$ cat src/rtl/jk_moore_bank.sv
// Bank of independent two-state j/k Moore machines with dwell lockout,
// registered edge pulses and saturating per-channel transition counters.
module jk_moore_bank #(
  parameter int CHANNELS = 4,
  parameter int DWELL_W  = 4,
  parameter int CNT_W    = 8
) (
  input  logic                      clk,
  input  logic                      reset,
  input  logic [1:0]                mode,
  input  logic [DWELL_W-1:0]        min_dwell,
  input  logic [CHANNELS-1:0]       j,
  input  logic [CHANNELS-1:0]       k,
  input  logic                      cnt_clr,
  output logic [CHANNELS-1:0]       out,
  output logic [CHANNELS-1:0]       rise,
  output logic [CHANNELS-1:0]       fall,
  output logic [CHANNELS-1:0]       busy,
  output logic [CHANNELS*CNT_W-1:0] trans_cnt
);

  typedef enum logic {
    OFF = 1'b0,
    ON  = 1'b1
  } state_e;

  for (genvar g = 0; g < CHANNELS; g++) begin : g_ch
    state_e             state_q, state_d;
    logic [DWELL_W-1:0] lock_q, lock_d;
    logic [CNT_W-1:0]   cnt_q, cnt_d;
    logic               rise_q, fall_q;
    logic               trans;

    always_comb begin
      state_d = state_q;
      lock_d  = lock_q;
      trans   = 1'b0;
      if (lock_q != '0) begin
        lock_d = lock_q - 1'b1;
      end else begin
        unique case (state_q)
          OFF: if (j[g] && !(k[g] && mode == 2'd2)) state_d = ON;
          ON:  if (k[g] && !(j[g] && mode == 2'd1)) state_d = OFF;
        endcase
        trans = (state_d != state_q);
        if (trans) lock_d = min_dwell;
      end
    end

    // A clear at the same edge as a transition drops that transition's count.
    always_comb begin
      cnt_d = cnt_q;
      if (cnt_clr)
        cnt_d = '0;
      else if (trans && cnt_q != '1)
        cnt_d = cnt_q + 1'b1;
    end

    always_ff @(posedge clk) begin
      if (reset) begin
        state_q <= OFF;
        lock_q  <= '0;
        cnt_q   <= '0;
        rise_q  <= 1'b0;
        fall_q  <= 1'b0;
      end else begin
        state_q <= state_d;
        lock_q  <= lock_d;
        cnt_q   <= cnt_d;
        rise_q  <= trans && (state_d == ON);
        fall_q  <= trans && (state_d == OFF);
      end
    end

    assign out[g]                   = (state_q == ON);
    assign rise[g]                  = rise_q;
    assign fall[g]                  = fall_q;
    assign busy[g]                  = (lock_q != '0);
    assign trans_cnt[g*CNT_W +: CNT_W] = cnt_q;
  end

endmodule
$ cat config.mk
export PLATFORM = sky130hd
export DESIGN_NAME = jk_moore_bank
export DESIGN_NICKNAME = d
export VERILOG_FILES = /design/src/rtl/jk_moore_bank.sv
export SDC_FILE = /design/constraint.sdc
export NUM_CORES = 1
export LEC_CHECK = 0
export CAP_MARGIN = 20
export CORE_AREA = 3 3 63 123
export CTS_BUF_LIST = sky130_fd_sc_hd__clkbuf_2
export DETAILED_ROUTE_END_ITERATION = 10
export DIE_AREA = 0 0 66 126
export GPL_TIMING_DRIVEN = 0
export PLACE_DENSITY_LB_ADDON = 0.05
export REMOVE_ABC_BUFFERS = 1
export SLEW_MARGIN = 20
export SYNTH_ARGS = -nofsm -noshare
export SYNTH_HDL_FRONTEND = slang
export SYNTH_SLANG_ARGS = --single-unit
$ cat constraint.sdc
create_clock -name clk -period 1.89 [get_ports clk]
set_input_delay 0.189 -clock clk [delete_from_list [all_inputs] [get_ports clk]]
set_output_delay 0.189 -clock clk [all_outputs]
set_load 0.05 [all_outputs]
[Word-level counts from Yosys, hierarchy flattened]
Index checks and enable logic that the tools add are counted.
Word-level totals
  register bits after elaboration: 60
  output and inout port bits: 48
  input bits: 17
Cells by class
  add/sub/neg operators: 8
  eq/ne operators: 10
  mux-type cells: 32
  reductions and logical operators: 45
  bitwise operators: 8
Operator list (number)
  8-bit by 1-bit adder with 8-bit output, second input constant: 4
  4-bit 2-to-1 mux: 8
  8-bit != test, second input constant: 4
  1-bit logical AND: 28
  1-bit 2-to-1 mux: 20
  4-bit nonzero test: 4
  4-bit by 1-bit subtractor with 4-bit output, second input constant: 4
  1-bit zero test: 8
  1-bit inverter: 8
  1-bit case mux with 2 select lines: 4
  2-bit nonzero test: 4
  1-bit != test: 4
  2-bit by 1-bit equality test with 1-bit output, second input constant: 1
  2-bit equality test, second input constant: 1
  2-bit OR reduction: 1

[Depth between registers and ports, before layout]
Gate-level depths: netlist of run 1.
  depth after elaboration: 10
  depth in mapped cells: 8

[Worst setup path before layout of run 1]
No wires, ideal clock.
  path kind: register -> register
  start: reg g_ch[2].lock_q[0]
  end: reg g_ch[2].fall_q
  cell stages (with the launch flop): 8
  path slack: -111 ps
  setup time: 80 ps
  arrival time: 1921 ps
  buffers on the path: 0
  path through: dfxtp_1 > inv_1 > ha_1 > nor3b_2 > inv_1 > o32a_1 > o31ai_1 > nor3b_1
On the way
  cells in the longest elaborated chain, start to end: 4
RTL lines
  start, declared: RTL line 29  | logic [DWELL_W-1:0] lock_q, lock_d;
  start signal, assigned: RTL line 68  | lock_q <= lock_d;
  4-bit nonzero test *
  net busy[2]: RTL line 18  | output logic [CHANNELS-1:0] busy,
  1-bit 2-to-1 mux: RTL line 38  | if (lock_q != '0) begin
  1-bit inverter: RTL line 71  | fall_q <= trans && (state_d == OFF);
  1-bit logical AND *: RTL line 71
  end signal, assigned: RTL line 71
  end, declared: RTL line 31  | logic rise_q, fall_q;
Mark *: on every way through the listed nets, which the timed path passes. The rest lies on a longest branch.
A chain may end at the register's enable or synchronous reset.

[Worst setup path in the final report of run 1]
  start: reg g_ch[0].lock_q[0]
  end: reg g_ch[0].cnt_q[5]
On the way
  cells in the longest elaborated chain, start to end: 3
RTL lines
  start, declared: RTL line 29
  start signal, assigned: RTL line 68
  4-bit nonzero test: RTL line 38
  1-bit 2-to-1 mux: RTL line 38
  1-bit logical AND: RTL line 55  | else if (trans && cnt_q != '1)
  end signal, assigned: RTL line 69  | cnt_q <= cnt_d;
  end, declared: RTL line 30  | logic [CNT_W-1:0] cnt_q, cnt_d;
Every way passes these cells.

==> results.py, run 1 <==
metrics = {
    "logic_synthesis": {
        "syn_area_um2": 3260,
        "synth-async-reset-ratio_pct": 0,
        "muxShareOfSynthArea_pct": 2.46,
        "syn-mean-instance-area_um2": 8.66,
        "synth-edff-count": 0,
        "syn_inst": 376,
        "synth_xor_area_share_pct": 1.34,
        "synth_top_family_by_area": "simple AND/OR/NAND/NOR gates",
        "ys_seq_area_share_pct": 36.9,
        "yosysWarnings": 0,
        "synthAdderAreaFrac_pct": 3.07,
        "ys_types": 57,
        "ys_ff_latch": 60,
        "synth_ff_type": "dfxtp_1",
        "yosys.area_share.simple_pct": 26.0,
        "synth_compound_area_share_pct": 23.2,
    },
    "min_path": {
        "hold_path_class": "primary input to flop",
        "min_to": "g_ch[2].state_q$_SDFF_PP0_",
        "min_path_cells": 2,
        "hp-start": "reset",
    },
    "sta": {
        "fin_crit_ps": 1940,
        "period_share_pct": 103,
        "tightest_slew_ps": 815,
        "slew_viol_final": 0,
        "setup_viol": 1,
        "clock-skew-final_ps": 14.1,
        "hold_viol": 0,
        "relSlewSlack_pct": 45.4,
        "final.setup.tns_ps": -48.0,
        "fmax_mhz": 516,
        "setup_slack_ps": -48.0,
        "grt_setup_unrepaired": "yes",
    },
    "worst_setup_path": {
        "crit_chain": "inv_2, ha_4, nor3b_4, buf_6, o211ai_1, or4_1, a21oi_2",
        "crit_path_max_incr_delay_ps": 580,
        "path_class": "flop to flop",
        "worstRegToRegCells": 7,
        "worstReg2RegStart": "g_ch[0].lock_q[0]$_SDFFE_PP0P_",
        "cp_max_fo": 5,
        "start_kind": "flop",
        "crit_required_ps": 2320,
        "cp_slowest_cell": "or4_1",
        "end_kind": "flop",
        "rr_endpoint": "g_ch[0].cnt_q[5]$_SDFFE_PP0P_",
        "worstPathArrival_ps": 2360,
        "ff2ff_setup_slack_ps": -50,
    },
    "pwr": {
        "ir_drop_mv": 0.659,
        "power_switching_uw": 2490,
        "internal_power_uw": 3150,
        "power_density_nw_per_um2": 1320,
        "p_sw_share_pct": 44.1,
        "clkPwrFrac_pct": 10.3,
        "p_comb_share_pct": 58.8,
        "pwr-share-seq_pct": 30.9,
        "p_total_uw": 5640,
        "p_leak_uw": 0.00172,
    },
    "route": {
        "drc": 0,
        "first_pass_iters": 4,
        "viasPerCell": 5.98,
        "wire_per_inst_um": 15.7,
        "postRouteAntennaNets": 0,
        "drt_wl_total_mm": 8.56,
        "vias": 3252,
        "drtIter0Drc": 164,
    },
    "layout": {
        "fin_nets": 478,
        "diodes": 0,
        "final_cells": 544,
        "final_cell_mix": "53 x dfxtp_1, 37 x dlygate4sd2_1, 28 x a21oi_1",
        "fin_util_pct": 61.7,
        "final_common_cell": "dfxtp_1",
        "drive_above_1_share_pct": 19.8,
        "area_growth_pct": 31.5,
    },
    "floorplan": {
        "initial_core_util_pct": 46.9,
        "die_x_um": 66,
        "rows": 43,
        "die_area_um2": 8320,
        "fp.coreArea_um2": 6940,
        "die_h_um": 126,
        "ios": 65,
    },
    "clock_network": {
        "path_clk_slew_ps": 160,
        "htreeDepth": 3,
        "cts_root_buffer": "clkbuf_2",
        "cts_buffers": 9,
        "cts_buffer_depth": 2,
        "cts_sinks": 60,
        "insertion_delay_ps": 490,
        "cts_tree": "built",
    },
    "grt": {
        "grt.overflow.total": 0,
        "grt_pass1_wl_mm": 13.7,
        "antenna_found_initial": 0,
        "grt_pass1_vias": 2955,
        "track_usage_pct": 21.0,
        "grt_max_degree": 35,
    },
    "run": {
        "drv_cap": 0,
    },
    "outcome": {
        "violations": "setup timing",
        "status": "complete, but fails checks",
    },
    "place": {
        "dp_hpwl_mm": 5.64,
        "place_inst": 505,
        "portBuffers": 64,
        "finalWeightedCongestion": 0.766,
    },
}
-- worst max path at each step --
stage                                               from                             end  slack, ps  cells after the start
after global routing      g_ch[0].lock_q[0]$_SDFFE_PP0P_   g_ch[0].cnt_q[5]$_SDFFE_PP0P_       -120                      7
after CTS                                        mode[0]  g_ch[2].lock_q[0]$_SDFFE_PP0P_         -2                      5
after floorplan           g_ch[0].lock_q[0]$_SDFFE_PP0P_   g_ch[0].cnt_q[3]$_SDFFE_PP0P_       -240                      7
after detailed placement                         mode[1]   g_ch[1].cnt_q[6]$_SDFFE_PP0P_       -730                      5
final                     g_ch[0].lock_q[0]$_SDFFE_PP0P_   g_ch[0].cnt_q[5]$_SDFFE_PP0P_        -50                      7
after global placement                             reset   g_ch[3].cnt_q[2]$_SDFFE_PP0P_       -810                      4
-- cell type report --
| class | instances | area [um^2] |
|---|---|---|
| fill | 624 | 2660 |
| multi-input combinational | 269 | 1990 |
| sequential | 60 | 1210 |
| timing repair buffer | 90 | 818 |
| tap | 90 | 113 |
| inverter | 22 | 87.6 |
| clock buffer | 11 | 55.1 |
| timing repair inverter | 1 | 7.51 |
| clock inverter | 1 | 3.75 |
-- layer usage --
metal	global-route usage [%]	share of wire (%)	vias to the layer above
met5	0	0	-
met4	8.38	1.4	0
met3	5.98	4.3	9
met2	38.0	55	81
met1	21.9	39	1575
li1	-	-	1587
-- per-stage QoR --
step	instance area, um^2	worst slack (ps)	hold WS (ps)
global placement	3870	-808	463
detailed placement	3860	-732	471
CTS	4000	-2.09	155
floorplan	3110	-239	258
global route	4280	-121	157
finish	4280	-48.0	202
-- sequential cells by signal, indices dropped and copies added (netlist names) --
register and count:
g_ch.fall_q 4, g_ch.cnt_q 32, g_ch.state_q 4, g_ch.lock_q 16
g_ch.rise_q 4
-- cell usage after synthesis (11+ instances only) --
| cell type | number | share of area (%) |
|---|---|---|
| nand3_1 | 14 | 2.2 |
| nand2_1 | 22 | 2.5 |
| o31ai_1 | 13 | 3.0 |
| inv_1 | 21 | 2.4 |
| dfxtp_1 | 60 | 37 |
| or3_1 | 14 | 2.7 |
| nor3_1 | 16 | 2.5 |
| a21oi_1 | 30 | 4.6 |
| o21ai_0 | 16 | 2.5 |
| buf_4 | 12 | 2.8 |
| nor2_1 | 11 | 1.3 |
-- what timing repair did --
action,in CTS,in global routing
gates resized for setup,84,34
endpoints found under the setup margin,85,41
gates cloned,0,1
pin swaps,2,10
setup buffers,8,18
hold buffers,0,0
-- power by group through the flow --
stage | clock network (uW) | logic, uW | registers (uW)
2_1_floorplan | 0 | 1560 | 1920
3_3_place_gp | 0 | 2380 | 1730
3_5_place_dp | 0 | 2410 | 1740
4_1_cts | 605 | 2680 | 1730
5_1_grt | 669 | 3590 | 1770
6_report | 581 | 3310 | 1740
-- worst max-delay path, delay by kind of cell, from the launching register on --
kind / cells / cell delay (ps)
DFF: 1 / 360
adders and majority gates: 1 / 150
AOI/OAI and AO/OA: 2 / 260
buffers and inverters: 2 / 230
and+or+nand+nor: 2 / 870
-- logic make-up after synthesis --
logic type,Yosys count
DFF,60
muxes,8
buffers and inverters,47
adders and majority gates,8
and+or+nand+nor,137
xor gates and xnor gates,5
AOI/OAI and AO/OA,111
Power figures use the tool's default switching activity.
==> inputs of run 2 (changes only) <==
--- a/config.mk
+++ b/config.mk
@@ -13,6 +13,7 @@
 export GPL_TIMING_DRIVEN = 0
 export PLACE_DENSITY_LB_ADDON = 0.05
 export REMOVE_ABC_BUFFERS = 1
+export SKIP_LAST_GASP = 1
 export SLEW_MARGIN = 20
 export SYNTH_ARGS = -nofsm -noshare
 export SYNTH_HDL_FRONTEND = slang
==> run 2 against run 1 <==
Compared with the run above: the run now ends clean; wire length shrank 0.74%; setup slack better by 70 ps; clock skew is 4.6 ps lower; critical path type is now flop to primary output; utilization is 0.29 points lower; design area is 0.47% lower; sequential share of layout area rose by 0.13 points; total power is 1.8% lower; first-iteration DRC count rose by 21%; cell count is 0.37% lower; register-to-register slack improved by 90 ps; largest cell class unchanged.
==> results.py, run 2 (synthesized netlist as in run 1, its figures left out) <==
metrics = {
    "pwr": {
        "power_density_nw_per_um2": 1300,
        "p_leak_uw": 0.00171,
        "ir_drop_mv": 0.662,
        "p_total_uw": 5540,
    },
    "floorplan": {
        "ios": 65,
        "die_h_um": 126,
        "initial_core_util_pct": 46.9,
        "rows": 43,
        "die_area_um2": 8320,
        "fp.coreArea_um2": 6940,
        "die_x_um": 66,
    },
    "grt": {
        "antenna_found_initial": 0,
        "grt_pass1_vias": 2957,
        "grt_max_degree": 35,
        "grt.overflow.total": 0,
        "track_usage_pct": 21.0,
        "grt_pass1_wl_mm": 13.7,
    },
    "route": {
        "viasPerCell": 5.96,
        "vias": 3229,
        "drtIter0Drc": 199,
        "first_pass_iters": 4,
        "postRouteAntennaNets": 0,
        "drc": 0,
        "wire_per_inst_um": 15.7,
        "drt_wl_total_mm": 8.49,
    },
    "worst_setup_path": {
        "crit_path_max_incr_delay_ps": 360,
        "crit_buf_inv": 3,
        "end_kind": "primary output",
        "crit_required_ps": 1700,
        "cp_top_family": "buffers and inverters",
        "path_class": "flop to primary output",
        "cp_slowest_cell": "dfxtp_2",
        "cp_max_fo": 7,
        "start_kind": "flop",
        "worstPathArrival_ps": 1680,
        "crit_chain": "inv_1, ha_2, nor3b_4, inv_2, buf_4",
    },
    "clock_network": {
        "path_clk_slew_ps": 140,
        "cts_root_buffer": "clkbuf_2",
        "cts_tree": "built",
        "htreeDepth": 3,
        "insertion_delay_ps": 480,
        "cts_hold_buf": 0,
        "cts_buffers": 9,
        "cts_sinks": 60,
        "cts_buffer_depth": 2,
    },
    "layout": {
        "largest_reg_flops": 32,
        "area_growth_pct": 30.8,
        "regMostFlops": "g_ch.cnt_q",
        "top_regs": "g_ch.cnt_q (32), g_ch.lock_q (16)",
        "final_cell_mix": "53 x dfxtp_1, 37 x dlygate4sd2_1, 27 x a21oi_1",
        "fin_util_pct": 61.4,
        "final_common_cell": "dfxtp_1",
        "diodes": 0,
        "drive_above_1_share_pct": 19.9,
        "final_area_um2": 4260,
        "fin_nets": 476,
    },
    "sta": {
        "setup_viol": 0,
        "hold_viol": 0,
        "slew_viol_final": 0,
        "grt_setup_unrepaired": "yes",
        "relSlewSlack_pct": 47.5,
        "hold_slack_ps": 199,
        "tightest_slew_ps": 785,
        "fin_crit_ps": 1870,
        "fmax_mhz": 535,
        "period_share_pct": 98.8,
        "clock-skew-final_ps": 9.49,
    },
    "place": {
        "dp_hpwl_mm": 5.64,
        "portBuffers": 64,
        "placed_cell_area_um2": 3860,
        "finalWeightedCongestion": 0.766,
    },
    "min_path": {
        "hold_path_class": "primary input to flop",
    },
    "run": {
        "drv_cap": 0,
    },
    "outcome": {
        "status": "finished, final reports clean",
    },
}
[run 2: per-layer routing]
metal	up-vias	GRT usage [%]	part of all wire, %	wire [um]
met5	-	0	0	0
met3	9	5.98	3.8	320
met1	1567	21.9	39	3280
met4	0	8.38	1.1	90
met2	67	38.0	57	4800
li1	1586	-	-	-
[run 2: area by class of cell]
cell class / instances / area, um^2
Fill cell: 629 / 2680
Multi-Input combinational cell: 269 / 1990
Sequential cell: 60 / 1210
Timing Repair Buffer: 89 / 807
Tap cell: 90 / 113
Inverter: 22 / 87.6
Clock buffer: 11 / 55.1
Clock inverter: 1 / 3.75
[run 2: power by group]
part / internal, uW / switching [uW] / total, uW
Combinational: 1440 / 1780 / 3220
Sequential: 1500 / 241 / 1740
Clock: 153 / 426 / 578
[run 2: final timing paths]
| kind | startpoint | endpoint | slack [ps] | depth (start not counted) |
|---|---|---|---|---|
| setup / recovery | g_ch[2].lock_q[0]$_SDFFE_PP0P_ | busy[2] | 20 | 5 |
| hold / removal | reset | g_ch[2].state_q$_SDFF_PP0_ | 200 | 2 |
| setup reg to reg | g_ch[1].lock_q[0]$_SDFFE_PP0P_ | g_ch[1].cnt_q[7]$_SDFFE_PP0P_ | 40 | 7 |
| hold reg to reg | g_ch[2].lock_q[0]$_SDFFE_PP0P_ | g_ch[2].lock_q[0]$_SDFFE_PP0P_ | 470 | 1 |
[run 2: what timing repair did]
action / CTS / global route
pin swaps: 2 / 12
setup buffers: 8 / 17
setup endpoints to repair: 85 / 41
resized for setup: 80 / 38
[run 2: stage by stage]
step,cells,worst slack (ps),TNS (ps)
floorplan,351,-239,-815
global placement,505,-808,-28030
detailed placement,505,-732,-26640
CTS,525,-173,-173
global route,542,-119,-340
finish,542,21.9,0
==> inputs of run 3 (changes only) <==
--- a/config.mk
+++ b/config.mk
@@ -8,13 +8,14 @@
 export CAP_MARGIN = 20
 export CORE_AREA = 3 3 63 123
 export CTS_BUF_LIST = sky130_fd_sc_hd__clkbuf_2
+export CTS_CLUSTER_SIZE = 14
 export DETAILED_ROUTE_END_ITERATION = 10
 export DIE_AREA = 0 0 66 126
 export GPL_TIMING_DRIVEN = 0
+export HOLD_SLACK_MARGIN = 0.03
 export PLACE_DENSITY_LB_ADDON = 0.05
 export REMOVE_ABC_BUFFERS = 1
 export SKIP_LAST_GASP = 1
-export SLEW_MARGIN = 20
 export SYNTH_ARGS = -nofsm -noshare
 export SYNTH_HDL_FRONTEND = slang
 export SYNTH_SLANG_ARGS = --single-unit
==> run 3 against run 2 <==
Compared with the run above: fmax barely moved; design area rose by 1.1%; sequential power barely moved; register-to-register slack barely moved; setup slack barely moved; flip-flop and latch count did not move; clock skew rose by 13 ps; count of clock-buffer cells in the layout rose by 1; sequential share of layout area fell by 0.31 points; utilization rose by 0.67 points; global-route usage barely moved; critical endpoint unchanged.
==> results.py, run 3 (synthesized netlist as in run 1, its figures left out) <==
metrics = {
    "place": {
        "portBuffers": 64,
        "dp_hpwl_mm": 5.66,
        "finalWeightedCongestion": 0.766,
        "dpl_worst_slack_ps": -751,
    },
    "clock_network": {
        "path_clk_slew_ps": 160,
        "insertion_delay_ps": 510,
        "cts_sinks": 60,
        "cts_buffers": 9,
        "cts_root_buffer": "clkbuf_2",
        "cts_buffer_depth": 2,
        "cts_tree": "built",
        "htreeDepth": 3,
        "cts_hold_buf": 0,
    },
    "sta": {
        "relSlewSlack_pct": 47.4,
        "final.setup.tns_ps": 0,
        "period_share_pct": 98.9,
        "setup_viol": 0,
        "grt_setup_unrepaired": "yes",
        "hold_viol": 0,
        "slew_viol_final": 0,
        "fmax_mhz": 535,
        "clock-skew-final_ps": 22.1,
        "setup_slack_ps": 21.6,
        "fin_crit_ps": 1870,
        "tightest_slew_ps": 786,
    },
    "min_path": {
        "hold_path_class": "primary input to flop",
    },
    "grt": {
        "grt_pass1_wl_mm": 13.7,
        "grt_pass1_vias": 2985,
        "antenna_found_initial": 0,
        "grt.overflow.total": 0,
        "track_usage_pct": 20.9,
        "grt_max_degree": 29,
    },
    "floorplan": {
        "ios": 65,
        "die_x_um": 66,
        "rows": 43,
        "fp.coreArea_um2": 6940,
        "die_area_um2": 8320,
        "initial_core_util_pct": 46.9,
        "die_h_um": 126,
    },
    "pwr": {
        "p_leak_uw": 0.00167,
        "p_sw_share_pct": 44.3,
        "p_comb_share_pct": 57.6,
        "pwr-share-seq_pct": 31.1,
        "clkPwrFrac_pct": 11.3,
        "power_switching_uw": 2480,
        "ir_drop_mv": 0.661,
        "power_density_nw_per_um2": 1300,
        "p_total_uw": 5580,
        "internal_power_uw": 3110,
    },
    "worst_setup_path": {
        "crit_required_ps": 1700,
        "worstPathArrival_ps": 1680,
        "path_class": "flop to primary output",
        "end_kind": "primary output",
        "start_kind": "flop",
        "cp_max_fo": 7,
    },
    "route": {
        "drtIter0Drc": 144,
        "viasPerCell": 5.91,
        "vias": 3229,
        "drc": 0,
        "first_pass_iters": 4,
        "postRouteAntennaNets": 0,
        "top_layer": "met4",
        "route.met3.wl_um": 348,
        "wire_per_inst_um": 15.7,
        "met2_length_mm": 4.63,
        "drt-met1-wl_mm": 3.36,
        "drt_wl_total_mm": 8.56,
    },
    "layout": {
        "final_cell_mix": "53 x dfxtp_1, 39 x dlygate4sd2_1, 27 x a21oi_1",
        "regMostFlops": "g_ch.cnt_q",
        "multi_input_area_um2": 2000,
        "diodes": 0,
        "area_growth_pct": 32.3,
        "fill_cells": 618,
        "seq_area_um2": 1210,
        "final_common_cell": "dfxtp_1",
        "largest_reg_flops": 32,
        "drive_above_1_share_pct": 20.2,
        "fin_nets": 476,
        "top_regs": "g_ch.cnt_q (32), g_ch.lock_q (16)",
    },
    "run": {
        "drv_cap": 0,
    },
    "outcome": {
        "status": "finished, final reports clean",
    },
}
==> run 3: cell count changes in the layout (fill, tap and decap cells not counted), sizes merged <==
cell / change
clkbuf: +1
buf: -2
clkinv: +3
dlygate4sd2: +2
clkinvlp: +1
dlymetal6s2s: -4
clkdlybuf4s50: +3
==> run 3: layer usage <==
metal  GRT usage (%)  vias up
met5               0        -
met4            9.10        0
met3            5.53       13
met2            36.8       55
met1            22.9     1568
li1                -     1593
==> run 3: layout make-up <==
type / count / share of cell area, %
Clock buffer: 12 / 1.39
Multi-Input combinational cell: 269 / 46.3
Tap cell: 90 / 2.61
Sequential cell: 60 / 28.1
Timing Repair inverter: 1 / 0.174
Inverter: 22 / 2.09
Clock inverter: 4 / 0.378
Timing Repair Buffer: 88 / 18.9
==> run 3: what timing repair did <==
action                                  in CTS  in global routing
endpoints found under the setup margin      88                 34
buffers inserted                             7                 16
gates cloned                                 0                  1
hold endpoints to repair                     0                  0
resized for setup                           82                 38
pin swaps                                    3                  9
==> run 3: path summary, 6_finish.rpt <==
kind	end	slack, ps	startpoint	depth (start not counted)
max	busy[2]	20	g_ch[2].lock_q[0]$_SDFFE_PP0P_	5
min	g_ch[0].lock_q[1]$_SDFFE_PP0P_	380	min_dwell[1]	3
max reg2reg	g_ch[1].cnt_q[7]$_SDFFE_PP0P_	30	g_ch[1].lock_q[0]$_SDFFE_PP0P_	7
min reg2reg	g_ch[1].lock_q[1]$_SDFFE_PP0P_	490	g_ch[1].lock_q[1]$_SDFFE_PP0P_	2
==> run 3: worst max-delay path: stages, from the launching register on <==
cell and delay, ps:
dfxtp_2 360, inv_1 60, ha_2 210, nor3b_4 240, inv_2 120, buf_4 210
==> run 3: metrics by stage <==
stage	instance area [um^2]	cells	hold slack (ps)	util (%)
global route	4310	546	348	62.1
global placement	3870	505	463	55.7
detailed placement	3890	506	475	56.1
finish	4310	546	382	62.1
floorplan	3110	351	258	-
CTS	4030	529	331	58.1
==> run 3: power groups by stage <==
| stage | combinational [uW] | clock, uW | sequential, uW |
|---|---|---|---|
| finish | 3220 | 632 | 1730 |
| global route | 3510 | 720 | 1770 |
| CTS | 2650 | 659 | 1730 |
| detailed placement | 2420 | 0 | 1740 |
| global placement | 2380 | 0 | 1730 |
| floorplan | 1560 | 0 | 1920 |
